$ cat src/rtl/ysyx_22050039_pkg.sv
// Shared types and defaults for the ysyx_22050039 instruction fetch unit.
// Optional feature macro: YSYX_22050039_IFU_PERF_EN (performance counters).
package ysyx_22050039_pkg;

  localparam int          DEFAULT_INST_LEN = 32;
  localparam logic [63:0] DEFAULT_RESET_PC = 64'h8000_0000;

  // Fetch FSM: issue request, wait for response, hold for decoder, dead on fault
  typedef enum logic [1:0] {
    ST_REQ   = 2'd0,
    ST_WAIT  = 2'd1,
    ST_HOLD  = 2'd2,
    ST_FAULT = 2'd3
  } ifu_state_e;

  // Increment that sticks at all-ones instead of wrapping
  function automatic logic [63:0] sat_inc64(input logic [63:0] val);
    return (&val) ? val : val + 64'd1;
  endfunction

endpackage

$ cat src/rtl/ysyx_22050039_ifu_if.sv
// Bundle of the IFU memory-side and decoder-side handshake signals.
// master = the fetch unit, slave = memory plus decoder environment.
interface ysyx_22050039_ifu_if #(
  parameter int XLEN     = 64,
  parameter int INST_LEN = 32
);

  logic                mem_req_valid;
  logic                mem_req_ready;
  logic [XLEN-1:0]     mem_req_addr;
  logic                mem_rsp_valid;
  logic [INST_LEN-1:0] mem_rsp_data;
  logic                mem_rsp_err;
  logic                inst_valid;
  logic                inst_ready;
  logic [INST_LEN-1:0] inst;
  logic [XLEN-1:0]     pc;
  logic                pc_wen;
  logic [XLEN-1:0]     dnpc;
  logic                fetch_fault;

  modport master (
    output mem_req_valid, mem_req_addr, inst_valid, inst, pc, fetch_fault,
    input  mem_req_ready, mem_rsp_valid, mem_rsp_data, mem_rsp_err,
           inst_ready, pc_wen, dnpc
  );

  modport slave (
    input  mem_req_valid, mem_req_addr, inst_valid, inst, pc, fetch_fault,
    output mem_req_ready, mem_rsp_valid, mem_rsp_data, mem_rsp_err,
           inst_ready, pc_wen, dnpc
  );

endinterface

$ cat src/rtl/ysyx_22050039_pc_reg.sv
// Program counter register: async active-low reset to RESET_PC, load enable.
module ysyx_22050039_pc_reg #(
  parameter int          XLEN     = 64,
  parameter logic [63:0] RESET_PC = 64'h8000_0000
) (
  input  logic            clk,
  input  logic            rst,
  input  logic            load_en,
  input  logic [XLEN-1:0] load_val,
  output logic [XLEN-1:0] pc
);

  // PC holds its value unless the fetch unit commits a new one
  always_ff @(posedge clk or negedge rst) begin
    if (!rst) begin
      pc <= XLEN'(RESET_PC);
    end else if (load_en) begin
      pc <= load_val;
    end
  end

endmodule

$ cat src/rtl/ysyx_22050039_ifu.sv
// Instruction fetch unit: one outstanding request, instruction held in a
// register until the decoder takes it, sticky fault on error/misalignment.
// Optional feature macro: YSYX_22050039_IFU_PERF_EN adds fetch_cnt/stall_cnt.
module ysyx_22050039_ifu
  import ysyx_22050039_pkg::*;
#(
  parameter int          XLEN     = 64,
  parameter int          INST_LEN = DEFAULT_INST_LEN,
  parameter logic [63:0] RESET_PC = DEFAULT_RESET_PC
) (
  input  logic                        clk,
  input  logic                        rst,
  ysyx_22050039_ifu_if.master         bus
`ifdef YSYX_22050039_IFU_PERF_EN
  ,
  output logic [63:0]                 fetch_cnt,
  output logic [63:0]                 stall_cnt
`endif
);

  ifu_state_e          state;
  logic                req_valid_q;
  logic                inst_valid_q;
  logic                fault_q;
  logic [INST_LEN-1:0] inst_q;
  logic [XLEN-1:0]     pc_q;
  logic [XLEN-1:0]     pc_next;
  logic                handshake;
  logic                redirect_bad;

  // Decoder consumes the held instruction; pc_wen/dnpc only matter here
  assign handshake    = inst_valid_q & bus.inst_ready;
  assign redirect_bad = bus.pc_wen & (bus.dnpc[1:0] != 2'b00);
  assign pc_next      = bus.pc_wen ? bus.dnpc : pc_q + XLEN'(4);

  ysyx_22050039_pc_reg #(
    .XLEN     (XLEN),
    .RESET_PC (RESET_PC)
  ) u_pc_reg (
    .clk      (clk),
    .rst      (rst),
    .load_en  (handshake),
    .load_val (pc_next),
    .pc       (pc_q)
  );

  // Fetch FSM with registered outputs. req_valid_q is cleared by reset and
  // rises on the first clock edge after reset is released.
  always_ff @(posedge clk or negedge rst) begin
    if (!rst) begin
      state        <= ST_REQ;
      req_valid_q  <= 1'b0;
      inst_valid_q <= 1'b0;
      fault_q      <= 1'b0;
      inst_q       <= '0;
    end else begin
      case (state)
        ST_REQ: begin
          if (req_valid_q && bus.mem_req_ready) begin
            state       <= ST_WAIT;
            req_valid_q <= 1'b0;
          end else begin
            req_valid_q <= 1'b1;
          end
        end
        ST_WAIT: begin
          if (bus.mem_rsp_valid) begin
            if (bus.mem_rsp_err) begin
              state   <= ST_FAULT;
              fault_q <= 1'b1;
            end else begin
              state        <= ST_HOLD;
              inst_valid_q <= 1'b1;
              inst_q       <= bus.mem_rsp_data;
            end
          end
        end
        ST_HOLD: begin
          if (bus.inst_ready) begin
            inst_valid_q <= 1'b0;
            if (redirect_bad) begin
              state   <= ST_FAULT;
              fault_q <= 1'b1;
            end else begin
              state       <= ST_REQ;
              req_valid_q <= 1'b1;
            end
          end
        end
        ST_FAULT: begin
          // Only reset leaves the fault state
          req_valid_q  <= 1'b0;
          inst_valid_q <= 1'b0;
          fault_q      <= 1'b1;
        end
        default: begin
          state        <= ST_REQ;
          req_valid_q  <= 1'b0;
          inst_valid_q <= 1'b0;
          fault_q      <= 1'b0;
        end
      endcase
    end
  end

  assign bus.mem_req_valid = req_valid_q;
  assign bus.mem_req_addr  = pc_q;
  assign bus.inst_valid    = inst_valid_q;
  assign bus.inst          = inst_q;
  assign bus.pc            = pc_q;
  assign bus.fetch_fault   = fault_q;

`ifdef YSYX_22050039_IFU_PERF_EN
  // Saturating counters: consumed instructions and cycles spent in WAIT
  always_ff @(posedge clk or negedge rst) begin
    if (!rst) begin
      fetch_cnt <= '0;
      stall_cnt <= '0;
    end else begin
      if (handshake) begin
        fetch_cnt <= sat_inc64(fetch_cnt);
      end
      if (state == ST_WAIT) begin
        stall_cnt <= sat_inc64(stall_cnt);
      end
    end
  end
`endif

endmodule

$ cat src/flat_wrapper.sv
// flat-port wrapper written by rule: the top's interface ports become plain ports
module ysyx_22050039_ifu_flat import ysyx_22050039_pkg::*;
#(
  parameter int          XLEN     = 64,
  parameter int          INST_LEN = DEFAULT_INST_LEN,
  parameter logic [63:0] RESET_PC = DEFAULT_RESET_PC
)
  (clk, rst, bus_mem_req_valid, bus_mem_req_addr, bus_inst_valid, bus_inst, bus_pc, bus_fetch_fault, bus_mem_req_ready, bus_mem_rsp_valid, bus_mem_rsp_data, bus_mem_rsp_err, bus_inst_ready, bus_pc_wen, bus_dnpc);
  ysyx_22050039_ifu_if #(.XLEN(XLEN), .INST_LEN(INST_LEN)) bus_i ();
  input  logic clk;
  input  logic rst;
  output wire logic [$bits(bus_i.mem_req_valid)-1:0] bus_mem_req_valid;
  output wire logic [$bits(bus_i.mem_req_addr)-1:0] bus_mem_req_addr;
  output wire logic [$bits(bus_i.inst_valid)-1:0] bus_inst_valid;
  output wire logic [$bits(bus_i.inst)-1:0] bus_inst;
  output wire logic [$bits(bus_i.pc)-1:0] bus_pc;
  output wire logic [$bits(bus_i.fetch_fault)-1:0] bus_fetch_fault;
  input wire logic [$bits(bus_i.mem_req_ready)-1:0] bus_mem_req_ready;
  input wire logic [$bits(bus_i.mem_rsp_valid)-1:0] bus_mem_rsp_valid;
  input wire logic [$bits(bus_i.mem_rsp_data)-1:0] bus_mem_rsp_data;
  input wire logic [$bits(bus_i.mem_rsp_err)-1:0] bus_mem_rsp_err;
  input wire logic [$bits(bus_i.inst_ready)-1:0] bus_inst_ready;
  input wire logic [$bits(bus_i.pc_wen)-1:0] bus_pc_wen;
  input wire logic [$bits(bus_i.dnpc)-1:0] bus_dnpc;
  assign bus_mem_req_valid = bus_i.mem_req_valid;
  assign bus_mem_req_addr = bus_i.mem_req_addr;
  assign bus_inst_valid = bus_i.inst_valid;
  assign bus_inst = bus_i.inst;
  assign bus_pc = bus_i.pc;
  assign bus_fetch_fault = bus_i.fetch_fault;
  assign bus_i.mem_req_ready = bus_mem_req_ready;
  assign bus_i.mem_rsp_valid = bus_mem_rsp_valid;
  assign bus_i.mem_rsp_data = bus_mem_rsp_data;
  assign bus_i.mem_rsp_err = bus_mem_rsp_err;
  assign bus_i.inst_ready = bus_inst_ready;
  assign bus_i.pc_wen = bus_pc_wen;
  assign bus_i.dnpc = bus_dnpc;
  ysyx_22050039_ifu #(.XLEN(XLEN), .INST_LEN(INST_LEN), .RESET_PC(RESET_PC)) u_core (.clk(clk), .rst(rst), .bus(bus_i));
endmodule
$ cat config.mk
export PLATFORM = sky130hd
export DESIGN_NAME = ysyx_22050039_ifu_flat
export DESIGN_NICKNAME = d
export VERILOG_FILES = /design/src/rtl/ysyx_22050039_pkg.sv /design/src/rtl/ysyx_22050039_ifu_if.sv /design/src/rtl/ysyx_22050039_pc_reg.sv /design/src/rtl/ysyx_22050039_ifu.sv /design/src/flat_wrapper.sv
export SDC_FILE = /design/constraint.sdc
export NUM_CORES = 1
export LEC_CHECK = 0
export CAP_MARGIN = 20
export CORE_ASPECT_RATIO = 0.6
export CORE_MARGIN = 10
export CORE_UTILIZATION = 50
export CTS_CLUSTER_DIAMETER = 80
export DETAILED_ROUTE_END_ITERATION = 10
export DONT_BUFFER_PORTS = 1
export SETUP_SLACK_MARGIN = 0.4
export SYNTH_ARGS = -nofsm -noshare
export SYNTH_HDL_FRONTEND = slang
export SYNTH_SLANG_ARGS = --single-unit
$ cat constraint.sdc
create_clock -name clk -period 2.98 [get_ports clk]
set_input_delay 0.447 -clock clk [delete_from_list [all_inputs] [get_ports clk]]
set_output_delay 0.447 -clock clk [all_outputs]
set_load 0.05 [all_outputs]
* Word-level counts from Yosys, hierarchy flattened
Cells that the tools add are included.
** Cells by class
- Add/subtract/negate cells :: 1
- Equal/unequal tests :: 10
- Mux-type cells :: 20
- Bitwise logic cells :: 3
- Reductions and logical operators :: 11
** Operator list (number)
- $add 64x3->64 const B :: 1
- $mux 64 :: 1
- $mux 1 :: 11
- $ne 2x2->1 const B :: 5
- $pmux 1 s3 :: 3
- $reduce_bool 3->1 :: 3
- $mux 2 :: 4
- $reduce_and 4->1 :: 2
- $pmux 2 s3 :: 1
- $reduce_and 3->1 :: 2
- $reduce_and 5->1 :: 1
- $eq 2x2->1 const B :: 2
- $ne 2x1->1 const B :: 2
- $and 1x1->1 :: 2
- $eq 2x1->1 const B :: 1
- $logic_not 2->1 :: 1
- $reduce_bool 2->1 :: 1
- $logic_and 1x1->1 :: 1
- $not 1->1 :: 1
** Storage, ports and cells
- Register bits after elaboration :: 101
- Input bits :: 103
- Output and inout port bits :: 163
- Logic and storage cells :: 51

* Depth between registers and ports, before layout
- Depth after elaboration :: 5
- Depth in mapped cells :: 8
- Gate-level depth less buffers :: 8

* By module
From an unflattened synthesis, not the netlist that was laid out.
** Unflattened totals
- Cells, all modules :: 682
- Area total of the unflattened synthesis :: 7014.2 sq um
** Modules (own cells, without submodules)
- ysyx_22050039_ifu :: times used 1, cells each 547, area an instance 4334.2 sq um, seq. area each 925.9 sq um
- ysyx_22050039_pc_reg :: times used 1, cells each 135, area an instance 2680.1 sq um, seq. area each 1602.8 sq um

* Least setup slack after synthesis
No wires, ideal clock.
- Path kind :: register to register
- Start :: reg u_core.u_pc_reg.pc[37]
- End :: reg u_core.u_pc_reg.pc[60]
- Setup time :: 73 ps
- Arrival :: 2445 ps
- Required time :: 2907 ps
- Path slack :: 462 ps
- Cell stages (with the launch flop) :: 8
- Path buffers :: 1
- Period minus slack after synthesis :: 2518 ps
- Path through :: dfrtp_1 -> clkbuf_2 -> nand4_1 -> nor4_2 -> nand2_1 -> nor4_1 -> mux2_2 -> nor2_1
** On the way
- Word-level cells in the longest chain between the ends :: 2
** RTL lines
- start, declared :: line ysyx_22050039_pc_reg.sv:10 : output logic [XLEN-1:0] pc
- start signal, assigned :: line ysyx_22050039_pc_reg.sv:16 : pc <= XLEN'(RESET_PC);
- start signal, assigned :: line ysyx_22050039_pc_reg.sv:18 : pc <= load_val;
- $add 64x3->64 :: line ysyx_22050039_ifu.sv:34 : assign pc_next = bus.pc_wen ? bus.dnpc : pc_q + XLEN'(4);
- $mux 64 :: line ysyx_22050039_ifu.sv:34
Every way passes these cells.
A chain may end at the register's enable or synchronous reset.

* Worst setup path in the final report
- Start :: reg u_core.u_pc_reg.pc[17]
- End :: reg u_core.u_pc_reg.pc[60]
The elaborated chain is that of the path after synthesis.

==> qor.yml <==
status: "finished, violations left"
violations: "hold timing"
cp_data_required_time_ps: 3260
fin_setup_tns_ps: 0
cts_resized: 0
synth_top_flop_cell: "dfrtp_1"
yosys.area_share.xor_xnor_pct: 0
synth_top_area_share_pct: 39.9
ys_ff_latch: 101
drtAntennaViolNets: 0
dieWidth_um: 165
clk_latency_ps: 350
dp_cells: 815
worstSetupStartpointType: "register"
synth-simple-area-share_pct: 21.6
clkSlewWorstSetupHoldPaths_ps: 80
cts_buffers: 9
gp_congestion: 0.888
grt_usage_pct: 22.7
synth_common_cells: "100 x dfrtp_1, 64 x buf_4, 56 x nand2_1"
fin_skew_ps: 9.17
worstSetupPathType: "reg -> reg"
portBuffers: 0
cts_tree: "yes"
post-route-period-util_pct: 81.8
avgSynthCellArea_um2: 9.31
yosys.area_share.adder_pct: 1.60
timing.critical_path.from: "u_core.u_pc_reg.pc[17]"
max_freq_ghz: 0.410
rsz0062_at_grt: "no"
worst_pin_slew_ps: 935
h-tree-depth: 3
post_cts_buffers: 0
synth_top_family_by_area: "simple AND/OR/NAND/NOR gates"
antenna_found_initial: 1
finalSetupViolCount: 0
syn2layout_area_growth_pct: 6.77
die_h_um: 107
clockBufferDepth: 2
hold_class: "in -> async"
first_pass_iters: 5
wl_per_cell_um: 24.8
syn_nets: 784
start_util_pct: 51.6
wl_um: 20700
min_period_ps: 2440
syn_inst: 673
synth_async_sr_flop_share_pct: 100
synth_area_leader_cell: "dfrtp_1"
drive_above_1_share_pct: 23.5
synthTopCellsByArea: "dfrtp_1 40%, buf_4 7.7%, mux2_2 6.8%, nand2_1 3.4%, o22ai_1 3.3%"
drc: 0
synth_edf_count: 0
rows: 31
muxShareOfSynthArea_pct: 8.90
yosysUniqueCellTypes: 61
relSlewSlack_pct: 37.7
drtIter0Drc: 412
rr_startpoint: "u_core.u_pc_reg.pc[17]"
diodes: 0
netlist_area_um2: 6270
end_kind: "register"
yosysWarnings: 0
cap_viol_max_count: 0
crit_path_max_fanout: 6
dp_hpwl_um: 15600
yosysSeqAreaShare_pct: 40.3
synth_most_common_cell: "dfrtp_1"
clock-sinks: 101
clockRootBuffer: "clkbuf_16"
vias_per_cell: 6.46
ios: 266
dieArea_um2: 17600
grt_overflow: 0
worstPathArrival_ps: 2720
grt_max_degree: 102
grt_pass1_vias: 5279
vias: 5375
hold_viol_final: 100
grt_pass1_wl_um: 31700
synth_compound_area_share_pct: 16.2
fp.coreArea_um2: 12100
hold_ws_ps: -216
final_cells: 832
slew_violations: 0
fin_nets: 773
routing by layer:
layer  global-route usage, %  up-vias  routed length, um  share of wire [%]
li1                        -     2446                  -                  -
met3                    9.93       22               2480                 12
met2                    32.4      257               8960                 43
met5                       0        -                 13              0.063
met1                    31.6     2648               9060                 44
met4                    3.59        2                159               0.77
placed cells by master (no fill, tap or decap), drive strengths merged, types with 2 or more instances in the layout:
cell type  instances
dfrtp            100
buf               80
nand2             56
mux2              38
nor2              38
nand3             35
o22ai             33
a21oi             31
and3              28
nor3              26
o21ai             23
nand4             16
mux2i             13
nor4              13
a31oi             10
a22oi             10
clkbuf            10
and4              10
inv                9
a311oi             8
ha                 8
a221o              7
a211oi             6
or3                6
and2               6
nor2b              4
a41oi              4
nor3b              3
a21o               3
clkinvlp           3
or4                3
nand3b             2
or2                2
o21a               2
a31o               2
o221ai             2
a41o               2
clkinv             2
final cells by class:
class	count	area (um^2)
multi-input combinational	462	3030
timing repair buffer	80	608
tap	165	206
clock buffer	10	239
sequential	101	2530
fill	1119	5450
clock inverter	6	47.5
inverter	8	30.0
cell families (layout without fill, tap and decap cells):
logic type / after synthesis / after routing
muxes: 51 / 51
buffers and inverters: 110 / 104
and+or+nand+nor: 250 / 250
DFF: 101 / 101
adders and majority gates: 8 / 8
AOI/OAI and AO/OA: 153 / 153
sequential cells by signal, summed over array words and instances (netlist names):
name and count:
u_core.bus.fetch_fault 1, u_core.state 2, u_core.bus.mem_req_valid 1, u_core.bus.inst 32
u_core.bus.inst_valid 1, u_core.u_pc_reg.pc 64
worst paths after layout:
kind / to / slack (ps) / depth (start not counted)
setup / recovery: u_core.u_pc_reg.pc[60] / 540 / 7
hold / removal: u_core.state[0] / -220 / 0
setup reg to reg: u_core.u_pc_reg.pc[60] / 540 / 7
hold reg to reg: u_core.u_pc_reg.pc[28] / 650 / 2
max in group asynchronous: u_core.u_pc_reg.pc[31] / 2940 / 0
min in group clk: u_core.u_pc_reg.pc[1] / 200 / 2
worst max-delay path, stage by stage (launching register included):
cell and delay [ps]:
dfrtp_1 410, buf_4 340, nand4_1 210, nor2_1 270
nand3b_1 280, nor4_1 370, mux2_2 380, nor2_1 100
metrics by stage:
stage                     cell area, um^2  util (%)  setup WS [ps]  hold slack (ps)
after CTS                            6680      55.0            606             -227
after detailed placement             6390      52.6            640              154
after global routing                 6690      55.1            457             -235
final                                6690      55.1            543             -216
after global placement               6390      52.6            633              154
after floorplan                      6270         -            462              151
Power is not shown: default switching activity piles up to over one toggle a cycle in this logic, so the estimate is an artifact.
